**config.mk**
```make
export PLATFORM = sky130hd
export DESIGN_NAME = ysyx_24080006_axi_rd_arb
export DESIGN_NICKNAME = d
export VERILOG_FILES = /design/src/rtl/ysyx_24080006_axi_rd_arb.sv
export SDC_FILE = /design/constraint.sdc
export NUM_CORES = 1
export LEC_CHECK = 0
export BUFFER_PORTS_ARGS = -buffer_cell sky130_fd_sc_hd__buf_2
export CORE_AREA = 3 3 93 95
export CTS_CLUSTER_SIZE = 24
export DETAILED_ROUTE_END_ITERATION = 10
export DIE_AREA = 0 0 96 98
export PLACE_DENSITY = 0.66
export SKIP_CTS_REPAIR_TIMING = 1
export SLEW_MARGIN = 20
export SYNTH_ARGS = -nofsm -noshare
export SYNTH_HDL_FRONTEND = slang
export SYNTH_SLANG_ARGS = --single-unit
```
**constraint.sdc**
```tcl
create_clock -name clock -period 5.15 [get_ports clock]
set_input_delay 0.2575 -clock clock [delete_from_list [all_inputs] [get_ports clock]]
set_output_delay 0.2575 -clock clock [all_outputs]
set_load 0.01 [all_outputs]
```
**src/rtl/ysyx_24080006_axi_rd_arb.sv**
```systemverilog
// Round-robin arbiter sharing one AXI4 read path (AR/R) among N requesters.
// One outstanding read at a time; burst length is checked against R beats.
module ysyx_24080006_axi_rd_arb #(
  parameter int N_MASTERS = 2
) (
  input  logic                   clock,
  input  logic                   reset,
  input  logic [N_MASTERS-1:0]   m_arvalid,
  output logic [N_MASTERS-1:0]   m_arready,
  input  logic [N_MASTERS*49-1:0] m_ar,
  output logic [N_MASTERS-1:0]   m_rvalid,
  input  logic [N_MASTERS-1:0]   m_rready,
  output logic [38:0]            m_r,
  output logic                   s_arvalid,
  input  logic                   s_arready,
  output logic [48:0]            s_ar,
  input  logic                   s_rvalid,
  output logic                   s_rready,
  input  logic [38:0]            s_r,
  output logic [2:0]             grant,
  output logic                   busy,
  output logic                   proto_err
);

  localparam int IW = (N_MASTERS > 1) ? $clog2(N_MASTERS) : 1;

  typedef enum logic [1:0] {
    IDLE,
    ADDR,
    DATA
  } state_t;

  state_t          state;
  logic [IW-1:0]   owner;
  logic [IW-1:0]   rr_ptr;
  logic [7:0]      beat_cnt;
  logic            ar_hs;
  logic            r_hs;
  logic            cnt_zero;

  // Descending scan so the nearest set bit after ptr wins.
  function automatic logic [IW-1:0] pick(
    input logic [N_MASTERS-1:0] req,
    input logic [IW-1:0]        ptr
  );
    logic [IW-1:0] r;
    int            j;
    r = '0;
    for (int k = N_MASTERS; k >= 1; k--) begin
      j = int'(ptr) + k;
      if (j >= N_MASTERS) j = j - N_MASTERS;
      if (req[IW'(j)]) r = IW'(j);
    end
    return r;
  endfunction

  assign cnt_zero = (beat_cnt == 8'd0);
  assign ar_hs    = (state == ADDR) && s_arvalid && s_arready;
  assign r_hs     = (state == DATA) && s_rvalid && s_rready;
  assign grant    = 3'(owner);
  assign busy     = (state != IDLE);

  always_comb begin
    m_arready = '0;
    m_rvalid  = '0;
    s_arvalid = 1'b0;
    s_rready  = 1'b0;
    s_ar      = m_ar[49*int'(owner) +: 49];
    m_r       = {s_r[38:5], cnt_zero, s_r[3:0]};
    if (state == ADDR) begin
      s_arvalid        = m_arvalid[owner];
      m_arready[owner] = s_arready;
    end
    if (state == DATA) begin
      s_rready        = m_rready[owner];
      m_rvalid[owner] = s_rvalid;
    end
  end

  // The beat counter, not s_r.last, decides where a burst ends.
  always_ff @(posedge clock) begin
    if (reset) begin
      state     <= IDLE;
      rr_ptr    <= IW'(N_MASTERS - 1);
      owner     <= '0;
      beat_cnt  <= 8'd0;
      proto_err <= 1'b0;
    end else begin
      unique case (state)
        IDLE: begin
          if (|m_arvalid) begin
            owner <= pick(m_arvalid, rr_ptr);
            state <= ADDR;
          end
        end
        ADDR: begin
          if (ar_hs) begin
            beat_cnt <= s_ar[12:5];
            state    <= DATA;
          end
        end
        DATA: begin
          if (r_hs) begin
            if (cnt_zero) begin
              if (!s_r[4]) proto_err <= 1'b1;
              state  <= IDLE;
              rr_ptr <= owner;
            end else begin
              if (s_r[4]) proto_err <= 1'b1;
              beat_cnt <= beat_cnt - 8'd1;
            end
          end
        end
        default: state <= IDLE;
      endcase
    end
  end

endmodule

```
### Word-level counts from Yosys, hierarchy flattened

Index checks and enable logic that the tools add are counted.

| word-level totals | value |
|---|---|
| flip-flop bits (word level) | 13 |
| bits of input ports | 145 |
| output and inout port bits | 99 |
| logic and storage cells | 80 |

| cells by class | value |
|---|---|
| add/subtract/negate cells | 5 |
| $mul | 1 |
| order comparisons | 6 |
| eq/ne operators | 8 |
| shifts and indexed selects | 1 |
| muxes and demuxes | 36 |
| bitwise gates (word level) | 2 |
| reduce and logical (&&, ||, !) cells | 16 |

Operator list:

| cell | number |
|---|---|
| 98-bit by 8-bit variable part select with 49-bit output | 1 |
| 1-bit two-way mux | 24 |
| 8-bit two-way mux | 3 |
| 8-bit one-hot mux with 2 select lines | 1 |
| 2-bit two-way mux | 6 |
| 2-bit inequality test, second input constant | 6 |
| 4-bit AND reduction | 3 |
| 8-bit zero test | 1 |
| 8-bit by 1-bit subtractor with 8-bit output, second input constant | 1 |
| 6-bit by 1-bit multiplier with 7-bit output, first input constant | 1 |
| 1-bit by 3-bit less-than comparator with 1-bit output, second input constant | 2 |
| 2-bit one-hot mux with 3 select lines | 1 |
| 2-bit nonzero test | 3 |
| 1-bit logical AND | 5 |
| 2-bit bitwise AND | 2 |
| 1-bit by 2-bit adder with 3-bit output, second input constant | 1 |
| 3-bit by 2-bit >= comparator with 1-bit output, second input constant | 1 |
| 3-bit AND reduction | 1 |
| 1-bit by 1-bit adder with 2-bit output, second input constant | 1 |
| 2-bit by 1-bit equality test with 1-bit output, second input constant | 1 |
| 2-bit equality test, second input constant | 1 |
| 2-bit >= comparator, second input constant | 1 |
| 2-bit zero test | 1 |
| 1-bit by 2-bit less-than comparator with 1-bit output, second input constant | 1 |
| other kinds (5) | 6 |

### Longest topological paths before layout

Gate-level depths: netlist (run 1).

| depth | value |
|---|---|
| depth in word-level cells | 11 |
| mapped depth | 7 |

### Least setup slack after synthesis (run 1)

No wires, ideal clock.

| timing path | value |
|---|---|
| path type | register -> output |
| start | register owner |
| end | output s_ar[0] |
| data arrival time | 1,542 ps |
| required time | 4,893 ps |
| slack | 3,350 ps |
| stages on the path, launching flop included | 5 |
| path buffers | 3 |
| path through | dfxtp_1 -> buf_2 -> buf_1 -> buf_2 -> mux2_2 |

| between the ends | value |
|---|---|
| cells in the longest elaborated chain, start to end | 2 |

RTL lines:

| what | RTL line | text |
|---|---|---|
| start: declaration | 34 | `logic [IW-1:0] owner;` |
| start signal: assignment | 92 | `owner <= pick(m_arvalid, rr_ptr);` |
| 6-bit by 1-bit multiplier with 7-bit output | 68 | `s_ar = m_ar[49*int'(owner) +: 49];` |
| 98-bit by 8-bit variable part select with 49-bit output | 68 |  |
| end: declaration | 16 | `output logic [48:0] s_ar,` |

No other way between the ends.

### Worst setup path in the final report (run 1)

| timing path | value |
|---|---|
| start | register beat_cnt[0] |
| end | register beat_cnt[4] |

| between the ends | value |
|---|---|
| cells in the longest elaborated chain, start to end | 4 |
| elaborated cells on any way between the ends | 7 |
| those cells by class | add/sub (1); eq/ne (1); mux (3); reduce/logical (2) |

RTL lines:

| what | RTL line | text |
|---|---|---|
| start: declaration | 36 | `logic [7:0] beat_cnt;` |
| start signal: assignment | 98 | `beat_cnt <= s_ar[12:5];` |
| start signal: assignment | 110 | `beat_cnt <= beat_cnt - 8'd1;` |
| 8-bit by 1-bit subtractor with 8-bit output | 110 |  |
| 8-bit two-way mux | 104 | `if (cnt_zero) begin` |
| 8-bit two-way mux | 103 | `if (r_hs) begin` |
| 8-bit one-hot mux with 2 select lines | 89 | `unique case (state)` |

Parallel ways exist; a longest one is shown, timed or not. The select of a mux whose other input is x is not followed.
A chain may end at the register's enable or synchronous reset.

==> results.py, run 1 <==
metrics = {
    "pwr": {
        "cellLeakagePower_nw": 1.16,
        "power_density_nw_per_um2": 144,
        "max-vdd-ir-drop_mv": 0.0730,
    },
    "flow_run": {
        "cap_violations": 0,
    },
    "cts": {
        "cts_tree": "done",
        "h-tree-depth": 1,
        "clockRootBuffer": "clkbuf_8",
        "cts.sinks": 13,
        "cts.clk_slew.worst_paths_ps": 60,
        "clock_latency_ps": 250,
        "numCtsBuffers": 3,
        "clockBufferDepth": 2,
    },
    "timing": {
        "fmax_mhz": 430,
        "hold_viol": 0,
        "setup_viol": 0,
        "rsz0062_at_grt": "false",
        "min_period_over_period_pct": 45.2,
        "relSlewSlack_pct": 45.7,
        "worstMarginPinSlew_ps": 812,
        "layout_min_cycle_time_ps": 2330,
        "hold-worst-slack_ps": 348,
        "drv_slew": 0,
        "tns_ps": 0,
        "fin_skew_ps": 2.15,
    },
    "worst_setup_path": {
        "start_kind": "flip-flop",
        "critPathMaxStageDelay_ps": 680,
        "cp-end-kind": "flip-flop",
        "slowest_stage": "o211ai_1",
        "path_max_fanout": 11,
        "crit_type": "flip-flop to flip-flop",
        "cp.required_ps": 5290,
        "cp_cell_sequence": "inv_1, ha_1, or3b_2, o211ai_1, a221oi_1, a31o_2",
        "arrival_ps": 2470,
    },
    "floorplan": {
        "start_util_pct": 22.7,
        "dieArea_um2": 9410,
        "core_um2": 7810,
        "dieHeight_um": 98,
        "rows": 32,
        "ios": 244,
        "die_w_um": 96,
    },
    "outcome": {
        "status": "finished, final reports clean",
    },
    "logic_synthesis": {
        "synth.area.top_cells": "mux2_2 31%, buf_4 18%, dfxtp_1 15%, a21oi_1 2.8%, nand2_1 2.3%",
        "synth_compound_area_share_pct": 14.1,
        "yosysMostFrequentCell": "mux2_2",
        "synth_top_family_by_area": "multiplexers",
        "synth.ff_latch_count": 13,
        "synth_top_area_share_pct": 31.1,
        "yosysWarnings": 0,
        "synthTopCellsByCount": "49 x mux2_2, 43 x buf_4, 13 x dfxtp_1",
        "netlist_area_um2": 1770,
        "synth_async_sr_flop_share_pct": 0,
        "synthMuxAreaShare_pct": 33.4,
        "synth_xor_area_share_pct": 0,
        "synth_edf_count": 0,
        "synth_largest_area_cell": "mux2_2",
        "syn_avg_cell_area_um2": 8.40,
        "synth_fa_ha_area_share_pct": 1.41,
        "synth-simple-area-share_pct": 13.8,
        "synth_cell_types": 42,
        "ys_dominant_reg_cell": "dfxtp_1",
        "yosysSeqAreaShare_pct": 14.7,
        "syn_inst": 211,
    },
    "global_routing": {
        "grt_max_degree": 59,
        "antenna_found_initial": 0,
        "grt_util_all_layers_pct": 12.8,
        "grt_overflow_total": 0,
        "grt_pass1_vias": 1850,
        "grt_pass1_wl_um": 9460,
    },
    "routing": {
        "num_vias": 1976,
        "drt_wl_total_um": 6810,
        "ant_nets": 0,
        "drtIter0Drc": 76,
        "wl_met2_um": 3330,
        "wl_met1_um": 2670,
        "dr.pass1.iters": 4,
        "wire_per_inst_um": 15.9,
        "drt-vias-per-instance": 4.61,
        "wl_met3_um": 708,
        "top_layer": "met4",
        "drc": 0,
    },
    "min_path": {
        "hp-class": "primary input to flip-flop",
    },
    "layout": {
        "final_util_pct": 30.8,
        "stdcell_count": 429,
        "nets": 475,
        "fin_area_um2": 2410,
        "area_growth_pct": 35.9,
        "insertedDiodeCount": 0,
        "drive_gt1_share_pct": 69.7,
    },
    "placed_design": {
        "place_area_um2": 2360,
        "gp_congestion": 0.826,
        "io_buffers": 165,
        "hpwlAfterDp_um": 5790,
        "dp.cells": 425,
    },
}
==> cells in the final DEF, fill, tap and decap left out, drive strengths merged, types with 3 or more instances in the layout <==
cell | netlist | layout
buf | 51 | 166
mux2 | 49 | 49
dfxtp | 13 | 13
nor2 | 11 | 11
nand2 | 11 | 11
a21oi | 11 | 11
inv | 6 | 6
mux2i | 4 | 4
clkbuf | 4 | 4
o211ai | 3 | 3
nand3 | 3 | 3
or3 | 3 | 3
a22o | 3 | 3
==> per-layer routing <==
metal | GRT usage [%] | up-vias
met4 | 2.74 | 0
met2 | 23.4 | 107
li1 | - | 949
met1 | 15.0 | 912
met3 | 2.93 | 8
met5 | 0 | -
==> flip-flops by register name (all words and copies together) (netlist names) <==
name,flops
beat_cnt,8
owner,1
proto_err,1
rr_ptr,1
state,2
==> cell families after synthesis <==
kind of cell	after synthesis
other cells	1
buf+inv	61
flops	13
mux	53
simple gates	46
compound gates	35
fa+ha+maj	2
==> power breakdown <==
group | internal [W] | total, W | switching [W]
clock | 0.0000548 | 0.0000965 | 0.0000417
sequential | 0.000104 | 0.000109 | 0.00000443
combinational | 0.0000732 | 0.000141 | 0.0000678
total | 0.000232 | 0.000346 | 0.000114
==> per-stage QoR <==
stage | setup WS (ps) | power [W]
3_3_place_gp | 2870 | 0.000252
6_report | 2820 | 0.000346
3_5_place_dp | 2850 | 0.000253
4_1_cts | 2820 | 0.000348
2_1_floorplan | 3350 | 0.000209
5_1_grt | 2690 | 0.000364
==> worst paths after layout <==
path                    start           to  slack [ps]  cells after the start
hold reg to reg        rr_ptr       rr_ptr         470                      2
setup reg to reg  beat_cnt[0]  beat_cnt[4]        2820                      6
setup / recovery  beat_cnt[0]  beat_cnt[4]        2820                      6
hold / removal      s_arready     state[0]         350                      4
==> critical path, delay by kind of cell, from the launching register on <==
kind | cells | cell delay, ps
AOI/OAI and AO/OA | 3 | 1140
and+or+nand+nor | 1 | 500
DFF | 1 | 340
adders and majority gates | 1 | 160
buffers and inverters | 1 | 90
==> area by class of cell <==
class / count / area (um2)
fillers: 836 / 5400
clock buffers: 4 / 45.0
flip-flops and latches: 13 / 262
inverters: 6 / 22.5
repair buffers: 166 / 833
well taps: 102 / 128
multi-input cells: 138 / 1120
(Power assumes the default switching activity.)
==> run 2, diff against run 1 <==
--- a/config.mk
+++ b/config.mk
@@ -6,11 +6,11 @@
 export NUM_CORES = 1
 export LEC_CHECK = 0
 export BUFFER_PORTS_ARGS = -buffer_cell sky130_fd_sc_hd__buf_2
-export CORE_AREA = 3 3 93 95
+export CORE_AREA = 3 3 95 97
 export CTS_CLUSTER_SIZE = 24
 export DETAILED_ROUTE_END_ITERATION = 10
-export DIE_AREA = 0 0 96 98
-export PLACE_DENSITY = 0.66
+export DIE_AREA = 0 0 98 100
+export PLACE_DENSITY = 0.64
 export SKIP_CTS_REPAIR_TIMING = 1
 export SLEW_MARGIN = 20
 export SYNTH_ARGS = -nofsm -noshare
==> constraint.sdc (replaced) <==
create_clock -name clock -period 2.2 [get_ports clock]
set_input_delay 0.11 -clock clock [delete_from_list [all_inputs] [get_ports clock]]
set_output_delay 0.11 -clock clock [all_outputs]
set_load 0.01 [all_outputs]
==> run 2 against run 1 <==
Net effect:
- sequential share of layout area shrank 0.14 points
- critical path type unchanged
- via count rose by 0.91%
- global-route usage fell by 0.26 points
- largest cell class unchanged
- first-iteration DRC count fell by 33%
- cell area is 1.3% higher
- critical endpoint unchanged
- sequential power grew 130%
- register-to-register slack got worse by 2500 ps
- power grew 130%
==> results.py, run 2 (same netlist as run 1, synthesis figures left out) <==
metrics = {
    "floorplan": {
        "start_util_pct": 21.6,
        "ios": 244,
        "dieHeight_um": 100,
        "die_w_um": 98,
        "core_um2": 8220,
        "dieArea_um2": 9800,
        "rows": 33,
    },
    "placed_design": {
        "hpwlAfterDp_um": 5960,
        "io_buffers": 165,
        "gp_congestion": 0.776,
    },
    "outcome": {
        "status": "finished, final reports clean",
    },
    "layout": {
        "final_common_cell": "buf_2",
        "largest_reg_flops": 8,
        "final_util_pct": 29.7,
        "seq_area_um2": 262,
        "insertedDiodeCount": 0,
        "largest_register": "beat_cnt",
        "area_growth_pct": 37.6,
        "drive_gt1_share_pct": 69.9,
        "fillers": 887,
        "nets": 477,
        "multi_input_area_um2": 1120,
        "largestRegisters": "beat_cnt (8), state (2)",
        "final_cell_mix": "165 x buf_2, 49 x mux2_2, 12 x dfxtp_1",
    },
    "worst_setup_path": {
        "critPathMaxStageDelay_ps": 490,
        "cp.required_ps": 2340,
        "cp-end-kind": "flip-flop",
        "crit_type": "flip-flop to flip-flop",
        "arrival_ps": 2030,
        "start_kind": "flip-flop",
        "path_max_fanout": 11,
        "cp_cell_sequence": "inv_1, ha_1, or3b_2, o211ai_1, buf_4, a221oi_1, a31o_2",
        "slowest_stage": "or3b_2",
    },
    "routing": {
        "num_vias": 1994,
        "drtIter0Drc": 51,
        "dr.pass1.iters": 4,
        "top_layer": "met4",
        "drt_wl_total_um": 6830,
        "drt-vias-per-instance": 4.59,
        "wl_met3_um": 683,
        "ant_nets": 0,
        "wl_met1_um": 2550,
        "wire_per_inst_um": 15.7,
        "wl_met2_um": 3460,
        "drc": 0,
    },
    "timing": {
        "setup_viol": 0,
        "tns_ps": 0,
        "layout_min_cycle_time_ps": 1890,
        "relSlewSlack_pct": 59.2,
        "drv_slew": 0,
        "hold_viol": 0,
        "worstMarginPinSlew_ps": 606,
        "fmax_mhz": 528,
        "fin_skew_ps": 2.37,
        "min_period_over_period_pct": 86.1,
        "hold-worst-slack_ps": 207,
        "rsz0062_at_grt": "false",
    },
    "cts": {
        "clockBufferDepth": 2,
        "cts_tree": "done",
        "h-tree-depth": 1,
        "clockRootBuffer": "clkbuf_8",
        "cts.sinks": 13,
        "clock_latency_ps": 240,
        "cts.clk_slew.worst_paths_ps": 60,
        "numCtsBuffers": 3,
    },
    "pwr": {
        "power_density_nw_per_um2": 330,
        "cellLeakagePower_nw": 1.18,
        "max-vdd-ir-drop_mv": 0.137,
    },
    "flow_run": {
        "cap_violations": 0,
    },
    "global_routing": {
        "grt_overflow_total": 0,
        "antenna_found_initial": 0,
        "grt_pass1_wl_um": 10000,
        "grt_max_degree": 49,
        "grt_pass1_vias": 1959,
        "grt_util_all_layers_pct": 12.6,
    },
    "min_path": {
        "hp-class": "primary input to flip-flop",
    },
}
## run 2: power breakdown
group / internal [W] / switching [W] / leakage, nW
clock network: 0.000128 / 0.0000912 / 0.0228
registers: 0.000244 / 0.0000111 / 0.106
logic: 0.000172 / 0.000157 / 1.05
## run 2: worst paths after layout
kind	slack, ps	cells past startpoint	from	endpoint
setup reg to reg	310	7	beat_cnt[0]	beat_cnt[4]
setup / recovery	310	7	beat_cnt[0]	beat_cnt[4]
hold / removal	210	2	reset	beat_cnt[6]
hold reg to reg	470	2	beat_cnt[5]	beat_cnt[5]
## run 2: layout make-up
cell class / instances / share of cell area (%)
inverter: 6 / 0.924
sequential: 13 / 10.7
timing repair buffer: 168 / 35.3
clock buffer: 4 / 1.85
tap: 105 / 5.39
multi-input combinational: 138 / 45.8
## run 2: layer usage
layer  vias to the layer above  GRT usage, %
met5                         -             0
met4                         0          2.77
met3                        11          4.38
met2                       119          22.7
met1                       915          14.3
li1                        949             -
## run 2: per-stage QoR
step,instances,instance area (um2),total power [W],setup WS [ps]
floorplan,212,1780,0.000490,401
global placement,430,2390,0.000591,357
detailed placement,430,2390,0.000594,316
CTS,434,2440,0.000813,307
global route,434,2440,0.000850,189
finish,434,2440,0.000804,306
## run 2: worst max-delay path, delay by kind of cell (launching register included)
kind	cells	cell delay (ps)
AO/OA/AOI/OAI	3	500
flip-flops	1	340
AND/OR/NAND/NOR	1	490
buffers and inverters	2	300
adder cells (fa/ha/maj)	1	160
==> run 3, diff against run 2 <==
--- a/config.mk
+++ b/config.mk
@@ -6,13 +6,17 @@
 export NUM_CORES = 1
 export LEC_CHECK = 0
 export BUFFER_PORTS_ARGS = -buffer_cell sky130_fd_sc_hd__buf_2
-export CORE_AREA = 3 3 95 97
+export CELL_PAD_IN_SITES_DETAIL_PLACEMENT = 0
+export CELL_PAD_IN_SITES_GLOBAL_PLACEMENT = 1
+export CORE_ASPECT_RATIO = 2
+export CORE_MARGIN = 3
+export CORE_UTILIZATION = 19
 export CTS_CLUSTER_SIZE = 24
 export DETAILED_ROUTE_END_ITERATION = 10
-export DIE_AREA = 0 0 98 100
-export PLACE_DENSITY = 0.64
+export PLACE_DENSITY = 0.87
 export SKIP_CTS_REPAIR_TIMING = 1
 export SLEW_MARGIN = 20
 export SYNTH_ARGS = -nofsm -noshare
 export SYNTH_HDL_FRONTEND = slang
 export SYNTH_SLANG_ARGS = --single-unit
+export TNS_END_PERCENT = 100
==> run 3 against run 2 <==
Net effect:
- via count rose by 1.6%
- clock skew fell by 0.74 ps
- clock-buffer cell count did not move
- die area rose by 8.1%
- fmax fell by 4.9%
- critical path depth fell by 1
- final cell count did not move
- highest routed layer unchanged
- cell area rose by 2.2%
- sequential share of layout area fell by 0.23 points
- sequential power barely moved
- register-to-register slack got worse by 97 ps
- power rose by 21%
==> results.py, run 3 (same netlist as run 1, synthesis figures left out) <==
metrics = {
    "cts": {
        "cts_tree": "done",
        "h-tree-depth": 1,
        "clockBufferDepth": 2,
        "cts.clk_slew.worst_paths_ps": 50,
        "numCtsBuffers": 3,
        "clock_latency_ps": 250,
        "clockRootBuffer": "clkbuf_16",
        "cts.sinks": 13,
    },
    "layout": {
        "largest_register": "beat_cnt",
        "largestRegisters": "beat_cnt (8), state (2)",
        "largest_reg_flops": 8,
        "nets": 480,
        "area_growth_pct": 40.6,
        "final_common_cell": "buf_2",
        "drive_gt1_share_pct": 70.2,
        "final_util_pct": 27.6,
        "stdcell_count": 434,
        "final_cell_mix": "165 x buf_2, 49 x mux2_2, 12 x dfxtp_1",
        "insertedDiodeCount": 0,
    },
    "timing": {
        "setup_viol": 0,
        "tns_ps": 0,
        "relSlewSlack_pct": 66.1,
        "layout_min_cycle_time_ps": 1990,
        "hold_viol": 0,
        "fin_skew_ps": 1.63,
        "worstMarginPinSlew_ps": 505,
        "min_period_over_period_pct": 90.5,
        "drv_slew": 0,
        "rsz0062_at_grt": "false",
        "fmax_mhz": 502,
    },
    "worst_setup_path": {
        "cp-end-kind": "flip-flop",
        "start_kind": "flip-flop",
        "cp.required_ps": 2330,
        "crit_type": "flip-flop to flip-flop",
        "arrival_ps": 2130,
        "path_max_fanout": 5,
    },
    "pwr": {
        "seq_power_share_pct": 26.2,
        "comb_power_share_pct": 36.8,
        "clkPwrFrac_pct": 37.0,
        "power.switching_w": 0.000308,
        "cellLeakagePower_nw": 1.20,
        "cell_internal_pwr_w": 0.000667,
        "power_density_nw_per_um2": 392,
        "p_sw_share_pct": 31.6,
        "max-vdd-ir-drop_mv": 0.325,
    },
    "floorplan": {
        "start_util_pct": 19.7,
        "die_w_um": 74.3,
        "dieHeight_um": 143,
        "rows": 49,
        "ios": 244,
        "core_um2": 9010,
        "dieArea_um2": 10600,
    },
    "routing": {
        "ant_nets": 0,
        "drt_wl_total_um": 10200,
        "num_vias": 2026,
        "drtIter0Drc": 26,
        "wl_met2_um": 4680,
        "wl_met1_um": 2430,
        "wl_met3_um": 2730,
        "drt-vias-per-instance": 4.67,
        "top_layer": "met4",
        "dr.pass1.iters": 4,
        "drc": 0,
        "wire_per_inst_um": 23.4,
    },
    "global_routing": {
        "grt_util_all_layers_pct": 18.0,
        "grt_pass1_wl_um": 13000,
        "grt_max_degree": 50,
        "antenna_found_initial": 1,
        "grt_overflow_total": 0,
        "grt_pass1_vias": 2040,
    },
    "placed_design": {
        "gp_congestion": 0.927,
        "io_buffers": 165,
        "dp.cells": 430,
        "hpwlAfterDp_um": 9150,
    },
    "flow_run": {
        "cap_violations": 0,
    },
    "outcome": {
        "status": "finished, final reports clean",
    },
    "min_path": {
        "hp-class": "primary input to flip-flop",
    },
}
-- run 3: worst max-delay path: stages, from the launching register on --
cell     delay, ps
dfxtp_1        340
inv_1          100
ha_1           160
or3b_2         500
nor4_1         450
mux2i_1        260
nand2_1         60
-- run 3: worst paths after layout --
| kind | cells past startpoint | start | slack, ps | to |
|---|---|---|---|---|
| max | 6 | beat_cnt[0] | 210 | rr_ptr |
| min | 3 | m_arvalid[1] | 210 | state[0] |
| max reg2reg | 6 | beat_cnt[0] | 210 | rr_ptr |
| min reg2reg | 1 | proto_err | 460 | proto_err |
-- run 3: layer usage --
| metal | track usage (%) | up-vias |
|---|---|---|
| met5 | 0 | - |
| met4 | 6.85 | 0 |
| met3 | 20.1 | 25 |
| met2 | 30.9 | 166 |
| met1 | 11.7 | 879 |
| li1 | - | 956 |
-- run 3: final cells by class --
class	count	area (um2)
multi-input combinational	138	1120
clock buffer	4	78.8
sequential	13	262
inverter	6	22.5
fill	978	6520
tap	102	128
timing repair buffer	171	883
-- run 3: through the flow --
step / cell area, um2 / hold WS, ps / power [W] / setup WS (ps)
after floorplan: 1780 / 243 / 0.000490 / 401
after global placement: 2410 / 220 / 0.000623 / 301
after global routing: 2490 / 220 / 0.00103 / 141
after CTS: 2490 / 220 / 0.000978 / 246
after detailed placement: 2410 / 220 / 0.000623 / 272
final: 2490 / 212 / 0.000976 / 209
-- run 3: power groups by stage --
stage,combinational (W),clock (W),sequential (W)
final,0.000359,0.000361,0.000256
after CTS,0.000366,0.000357,0.000256
after detailed placement,0.000362,0,0.000260
after global placement,0.000363,0,0.000260
after floorplan,0.000233,0,0.000257
after global routing,0.000397,0.000372,0.000257
